===== src/rtl/vga_timing_if.sv =====
// vga_if: timing bundle shared by every draw stage.
//   hcount/vcount [CNT_W-1:0] : current pixel position
//   hsync/vsync               : positive-polarity sync pulses
//   hblnk/vblnk               : positive-polarity blanking flags
// Modports: out (producer), in (consumer).
interface vga_if #(
    parameter int unsigned CNT_W = 11
);
    logic [CNT_W-1:0] hcount;
    logic [CNT_W-1:0] vcount;
    logic             hsync;
    logic             vsync;
    logic             hblnk;
    logic             vblnk;

    modport out (output hcount, vcount, hsync, vsync, hblnk, vblnk);
    modport in  (input  hcount, vcount, hsync, vsync, hblnk, vblnk);
endinterface


===== src/rtl/vga_timing.sv =====
// vga_timing: head of the draw pipeline. Produces the hcount/vcount raster
// with hsync/vsync/hblnk/vblnk, advancing one pixel per enabled clock, plus
// a one-cycle frame_start pulse on the wrap back to (0,0).
// Ports:
//   clk         : pixel clock
//   rst         : asynchronous active-low reset
//   en          : pixel enable; everything holds while low
//   vga_out     : vga_if.out timing bundle
//   frame_start : one-cycle pulse in the cycle that shows (0,0) after a wrap
//   frame_cnt   : [15:0] frame counter, present only when
//                 VGA_TIMING_FRAME_CNT_EN is defined
// All outputs are registered; sync/blank are decoded from the next-state
// counters so every field of the bundle describes the same pixel.
module vga_timing #(
    parameter int unsigned H_ACTIVE = 800,
    parameter int unsigned H_FP     = 40,
    parameter int unsigned H_SYNC   = 128,
    parameter int unsigned H_BP     = 88,
    parameter int unsigned V_ACTIVE = 600,
    parameter int unsigned V_FP     = 1,
    parameter int unsigned V_SYNC   = 4,
    parameter int unsigned V_BP     = 23,
    parameter int unsigned CNT_W    = 11
) (
    input  logic        clk,
    input  logic        rst,
    input  logic        en,
    vga_if.out          vga_out,
    output logic        frame_start
`ifdef VGA_TIMING_FRAME_CNT_EN
    ,
    output logic [15:0] frame_cnt
`endif
);
    localparam int unsigned H_TOTAL = H_ACTIVE + H_FP + H_SYNC + H_BP;
    localparam int unsigned V_TOTAL = V_ACTIVE + V_FP + V_SYNC + V_BP;

    localparam logic [CNT_W-1:0] H_LAST     = CNT_W'(H_TOTAL - 1);
    localparam logic [CNT_W-1:0] V_LAST     = CNT_W'(V_TOTAL - 1);
    localparam logic [CNT_W-1:0] H_BLK_BEG  = CNT_W'(H_ACTIVE);
    localparam logic [CNT_W-1:0] H_SYNC_BEG = CNT_W'(H_ACTIVE + H_FP);
    localparam logic [CNT_W-1:0] H_SYNC_END = CNT_W'(H_ACTIVE + H_FP + H_SYNC);
    localparam logic [CNT_W-1:0] V_BLK_BEG  = CNT_W'(V_ACTIVE);
    localparam logic [CNT_W-1:0] V_SYNC_BEG = CNT_W'(V_ACTIVE + V_FP);
    localparam logic [CNT_W-1:0] V_SYNC_END = CNT_W'(V_ACTIVE + V_FP + V_SYNC);

    logic [CNT_W-1:0] r_hcount;
    logic [CNT_W-1:0] r_vcount;
    logic             r_hsync;
    logic             r_vsync;
    logic             r_hblnk;
    logic             r_vblnk;
    logic             r_frame_start;

    logic [CNT_W-1:0] w_hcount_nxt;
    logic [CNT_W-1:0] w_vcount_nxt;
    logic             w_h_wrap;
    logic             w_v_wrap;

    // Next raster position; vcount only moves on the line wrap.
    always_comb begin
        w_h_wrap     = (r_hcount == H_LAST);
        w_v_wrap     = (r_vcount == V_LAST);
        w_hcount_nxt = w_h_wrap ? '0 : r_hcount + CNT_W'(1);
        w_vcount_nxt = r_vcount;
        if (w_h_wrap) begin
            w_vcount_nxt = w_v_wrap ? '0 : r_vcount + CNT_W'(1);
        end
    end

    // Counters and decoded flags, all registered from the next-state position.
    always_ff @(posedge clk or negedge rst) begin
        if (!rst) begin
            r_hcount      <= '0;
            r_vcount      <= '0;
            r_hsync       <= 1'b0;
            r_vsync       <= 1'b0;
            r_hblnk       <= 1'b0;
            r_vblnk       <= 1'b0;
            r_frame_start <= 1'b0;
        end else if (en) begin
            r_hcount      <= w_hcount_nxt;
            r_vcount      <= w_vcount_nxt;
            r_hblnk       <= (w_hcount_nxt >= H_BLK_BEG);
            r_hsync       <= (w_hcount_nxt >= H_SYNC_BEG) && (w_hcount_nxt < H_SYNC_END);
            r_vblnk       <= (w_vcount_nxt >= V_BLK_BEG);
            r_vsync       <= (w_vcount_nxt >= V_SYNC_BEG) && (w_vcount_nxt < V_SYNC_END);
            r_frame_start <= w_h_wrap && w_v_wrap;
        end else begin
            r_frame_start <= 1'b0;
        end
    end

    assign vga_out.hcount = r_hcount;
    assign vga_out.vcount = r_vcount;
    assign vga_out.hsync  = r_hsync;
    assign vga_out.vsync  = r_vsync;
    assign vga_out.hblnk  = r_hblnk;
    assign vga_out.vblnk  = r_vblnk;
    assign frame_start    = r_frame_start;

`ifdef VGA_TIMING_FRAME_CNT_EN
    logic [15:0] r_frame_cnt;

    // Counts completed frames; steps on the same edge that raises frame_start.
    always_ff @(posedge clk or negedge rst) begin
        if (!rst) begin
            r_frame_cnt <= '0;
        end else if (en && w_h_wrap && w_v_wrap) begin
            r_frame_cnt <= r_frame_cnt + 16'd1;
        end
    end

    assign frame_cnt = r_frame_cnt;
`endif

endmodule


===== src/flat_wrapper.sv =====
// flat-port wrapper written by rule: the top's interface ports become plain ports
module vga_timing_flat 
#(
    parameter int unsigned H_ACTIVE = 800,
    parameter int unsigned H_FP     = 40,
    parameter int unsigned H_SYNC   = 128,
    parameter int unsigned H_BP     = 88,
    parameter int unsigned V_ACTIVE = 600,
    parameter int unsigned V_FP     = 1,
    parameter int unsigned V_SYNC   = 4,
    parameter int unsigned V_BP     = 23,
    parameter int unsigned CNT_W    = 11
)
  (clk, rst, en, frame_start, vga_out_hcount, vga_out_vcount, vga_out_hsync, vga_out_vsync, vga_out_hblnk, vga_out_vblnk);
  vga_if #(.CNT_W(CNT_W)) vga_out_i ();
  input  logic clk;
  input  logic rst;
  input  logic en;
  output logic frame_start;
  output wire logic [$bits(vga_out_i.hcount)-1:0] vga_out_hcount;
  output wire logic [$bits(vga_out_i.vcount)-1:0] vga_out_vcount;
  output wire logic [$bits(vga_out_i.hsync)-1:0] vga_out_hsync;
  output wire logic [$bits(vga_out_i.vsync)-1:0] vga_out_vsync;
  output wire logic [$bits(vga_out_i.hblnk)-1:0] vga_out_hblnk;
  output wire logic [$bits(vga_out_i.vblnk)-1:0] vga_out_vblnk;
  assign vga_out_hcount = vga_out_i.hcount;
  assign vga_out_vcount = vga_out_i.vcount;
  assign vga_out_hsync = vga_out_i.hsync;
  assign vga_out_vsync = vga_out_i.vsync;
  assign vga_out_hblnk = vga_out_i.hblnk;
  assign vga_out_vblnk = vga_out_i.vblnk;
  vga_timing #(.H_ACTIVE(H_ACTIVE), .H_FP(H_FP), .H_SYNC(H_SYNC), .H_BP(H_BP), .V_ACTIVE(V_ACTIVE), .V_FP(V_FP), .V_SYNC(V_SYNC), .V_BP(V_BP), .CNT_W(CNT_W)) u_core (.clk(clk), .rst(rst), .en(en), .vga_out(vga_out_i), .frame_start(frame_start));
endmodule

===== config.mk =====
export PLATFORM = sky130hd
export DESIGN_NAME = vga_timing_flat
export DESIGN_NICKNAME = d
export VERILOG_FILES = /design/src/rtl/vga_timing_if.sv /design/src/rtl/vga_timing.sv /design/src/flat_wrapper.sv
export SDC_FILE = /design/constraint.sdc
export NUM_CORES = 1
export LEC_CHECK = 0
export CORE_MARGIN = 2
export CORE_UTILIZATION = 30
export CTS_BUF_LIST = sky130_fd_sc_hd__clkbuf_16
export CTS_CLUSTER_DIAMETER = 80
export DETAILED_ROUTE_END_ITERATION = 6
export DONT_BUFFER_PORTS = 1
export PLACE_DENSITY = 0.4
export SLEW_MARGIN = 10
export SYNTH_ARGS = -nofsm -noshare
export SYNTH_HDL_FRONTEND = slang
export SYNTH_SLANG_ARGS = --single-unit

===== constraint.sdc =====
create_clock -name clk -period 3.13 [get_ports clk]
set_input_delay 0.626 -clock clk [delete_from_list [all_inputs] [get_ports clk]]
set_output_delay 0.626 -clock clk [all_outputs]
set_load 0.01 [all_outputs]

==> results.txt <==
status -> finished, violations left
failing checks -> design-rule violations
wire length per cell -> 17.6 um
post-synth top area cell -> dfrtp_1
All-Layer GR Usage -> 13.8%
clk buf depth -> 2
fmax -> 386 MHz
Seq/Total Area, Yosys -> 36.0%
setup TNS -> 0 ns
Hold Vio Cnt, Final -> 0
fin crit period -> 2.59 ns
DR pass1 iterations -> 7
ys async rst share -> 100%
GP Congestion -> 0.816
post-placement cell count -> 263
IO Count -> 30
mean post-synth cell area -> 9.19 um^2
Fillers -> 625
PostCTS Resize Cnt -> 0
Initial Util -> 31.3%
Crit. End Element -> flop
max-cap violations -> 0
Die Wd -> 83.0 um
first-pass GRT wire length -> 7690 um
Worst Clk Skew -> 0.00895 ns
Primary FF master, synth -> dfrtp_1
Post-synth top cells -> dfrtp_1 (27), nand2_1 (19), o21ai_0 (16)
dpl hpwl -> 3360 um
Synth cell types -> 57
vias in the first global route -> 1,441
number of port buffers -> 0
slew margin rel. -> 61.0%
CP Launch Type -> flop
clk sink count -> 27
clk slew on worst S/H paths -> 0.07 ns
CTS tree -> done
most common cell in the netlist -> dfrtp_1
crit path DAT -> 2.76 ns
P&R area growth vs syn -> 2.54%
via/cell ratio -> 5.59
FP Rows -> 28
Post-Layout Cell Count -> 267
number of buffers created by CTS -> 3
largest net degree at the start of global routing -> 33
max incr delay on CP -> 0.68 ns
share of layout cells above drive strength 1 -> 8.85%
cell breakdown of the critical path -> or4b_4 > nor3_4 > a31oi_1 > o32ai_1 > a211oi_1 > a311oi_1
Synth top area share -> 36.0%
critical path type -> flop to flop
initial antenna violation count -> 0
# Post-CTS Setup Buffers -> 0
Worst VDD drop -> 197 uV
Worst-Margin Slew -> 0.580 ns
Post-synth EDFFs -> 0
HP Class -> input pin to asynchronous set/reset pin
YS warnings -> 0
core area -> 5990 um^2
initial detailed-routing violation count -> 43
root buf cell -> clkbuf_16
fin area -> 1920 um^2
power density over the cells -> 441 nW/um^2
Clock Latency Late Sink -> 0.26 ns
Setup violations, final -> 0
Worst EP required -> 3.29 ns
critical path's slowest cell -> or4b_4
DIE HEIGHT -> 83.0 um
Final nets -> 198
grt ovf -> 0
vias -> 1,493
top area cells in the synthesized netlist -> dfrtp_1 (36%), xnor2_1 (6.1%), o21ai_0 (4.3%)
Syn Nets -> 209
Post-Syn Area -> 1870 um^2
setup repair after global routing missed its margin -> false
synthesized instance count -> 204
antenna viol nets, final -> 0
full die area -> 6900 um^2
Max FO, Critical Path -> 14
Final Max Slew Viols -> 0
# diodes -> 0
dpl cell area -> 1840 um^2
final routed DRC violation total -> 2
hold_buf cts -> 0
crit share post-route -> 82.8%
Leak -> 0.742 nW
Yosys reg bits -> 27
DRT Wirelength -> 4710 um
H-Tree Depth -> 1
[worst max-delay path: cells and delay by family, from the launching register on]
kind | cells | cell delay [ns]
simple gates | 2 | 1.08
compound gates | 4 | 0.85
flops | 1 | 0.56
[power breakdown]
part           total, mW  switching (mW)  internal, mW
clock network      0.294           0.123         0.171
logic             0.0825          0.0425        0.0401
registers          0.472          0.0908         0.381
total              0.848           0.256         0.592
[logic make-up after synthesis]
| kind of cell | count (synthesis) | synth area share, % |
|---|---|---|
| AND/OR/NAND/NOR | 85 | 27.8 |
| AO/OA/AOI/OAI | 46 | 15.9 |
| flip-flops | 27 | 36.0 |
| buffers and inverters | 21 | 7.88 |
| XOR/XNOR | 20 | 9.35 |
| multiplexers | 3 | 1.74 |
| adder cells (fa/ha/maj) | 2 | 1.33 |
[state kept, by name (all words and copies together) (netlist names)]
name / cells
u_core.vga_out.hsync: 1
u_core.vga_out.vsync: 1
u_core.vga_out.hblnk: 1
u_core.vga_out.hcount: 11
u_core.vga_out.vblnk: 1
u_core.frame_start: 1
u_core.vga_out.vcount: 11
[layout make-up]
type | count | area, um^2 | share of cell area (%)
Clock buffer | 3 | 75.1 | 3.91
Clock inverter | 1 | 3.75 | 0.195
Inverter | 4 | 15.0 | 0.781
Multi-Input combinational cell | 156 | 1050 | 54.7
Sequential cell | 27 | 676 | 35.2
Tap cell | 75 | 93.8 | 4.88
Timing Repair Buffer | 1 | 7.51 | 0.391
[path summary, 6_finish.rpt]
path / start / end / slack [ns] / depth (start not counted)
min reg2reg: u_core.vga_out.hblnk$_DFFE_PN0P_ / u_core.vga_out.hblnk$_DFFE_PN0P_ / 0.57 / 1
max reg2reg: u_core.vga_out.hcount[5]$_DFFE_PN0P_ / u_core.vga_out.vblnk$_DFFE_PN0P_ / 0.54 / 6
max in group asynchronous: rst / u_core.vga_out.vcount[8]$_DFFE_PN0P_ / 3.00 / 0
max: u_core.vga_out.hcount[5]$_DFFE_PN0P_ / u_core.vga_out.vblnk$_DFFE_PN0P_ / 0.54 / 6
min: rst / u_core.vga_out.hcount[5]$_DFFE_PN0P_ / 0.05 / 0
min in group clk: en / u_core.vga_out.vcount[9]$_DFFE_PN0P_ / 0.44 / 1
[stage by stage]
step | setup WS, ns | util (%) | power (mW) | hold slack [ns]
finish | 0.537 | 32.1 | 0.848 | 0.0472
global route | 0.354 | 32.1 | 0.893 | 0.0359
CTS | 0.553 | 32.1 | 0.861 | 0.0431
detailed placement | 0.577 | 30.8 | 0.561 | 0.331
global placement | 0.588 | 30.8 | 0.558 | 0.331
floorplan | 0.928 | - | 0.549 | 0.330
[cells in the final DEF (no fill, tap or decap), drive strengths merged, types with 3 or more instances in the layout]
cell,count
nor4,6
a31oi,5
clkbuf,3
nand3,11
xnor2,13
nand4,7
a21oi,10
and3,6
nor3,7
and2,3
xor2,7
nor2,10
and4,3
nand2,20
dfrtp,27
o21ai,16
inv,5
[routing by layer]
metal  GRT usage (%)  wire [um]  up-vias
met4            3.73         21        0
met5               0          0        -
met1            16.4       2040      726
met2            23.5       2340       45
li1                -          -      720
met3            4.97        313        2
Note: power is estimated with default switching activity, not from simulation.
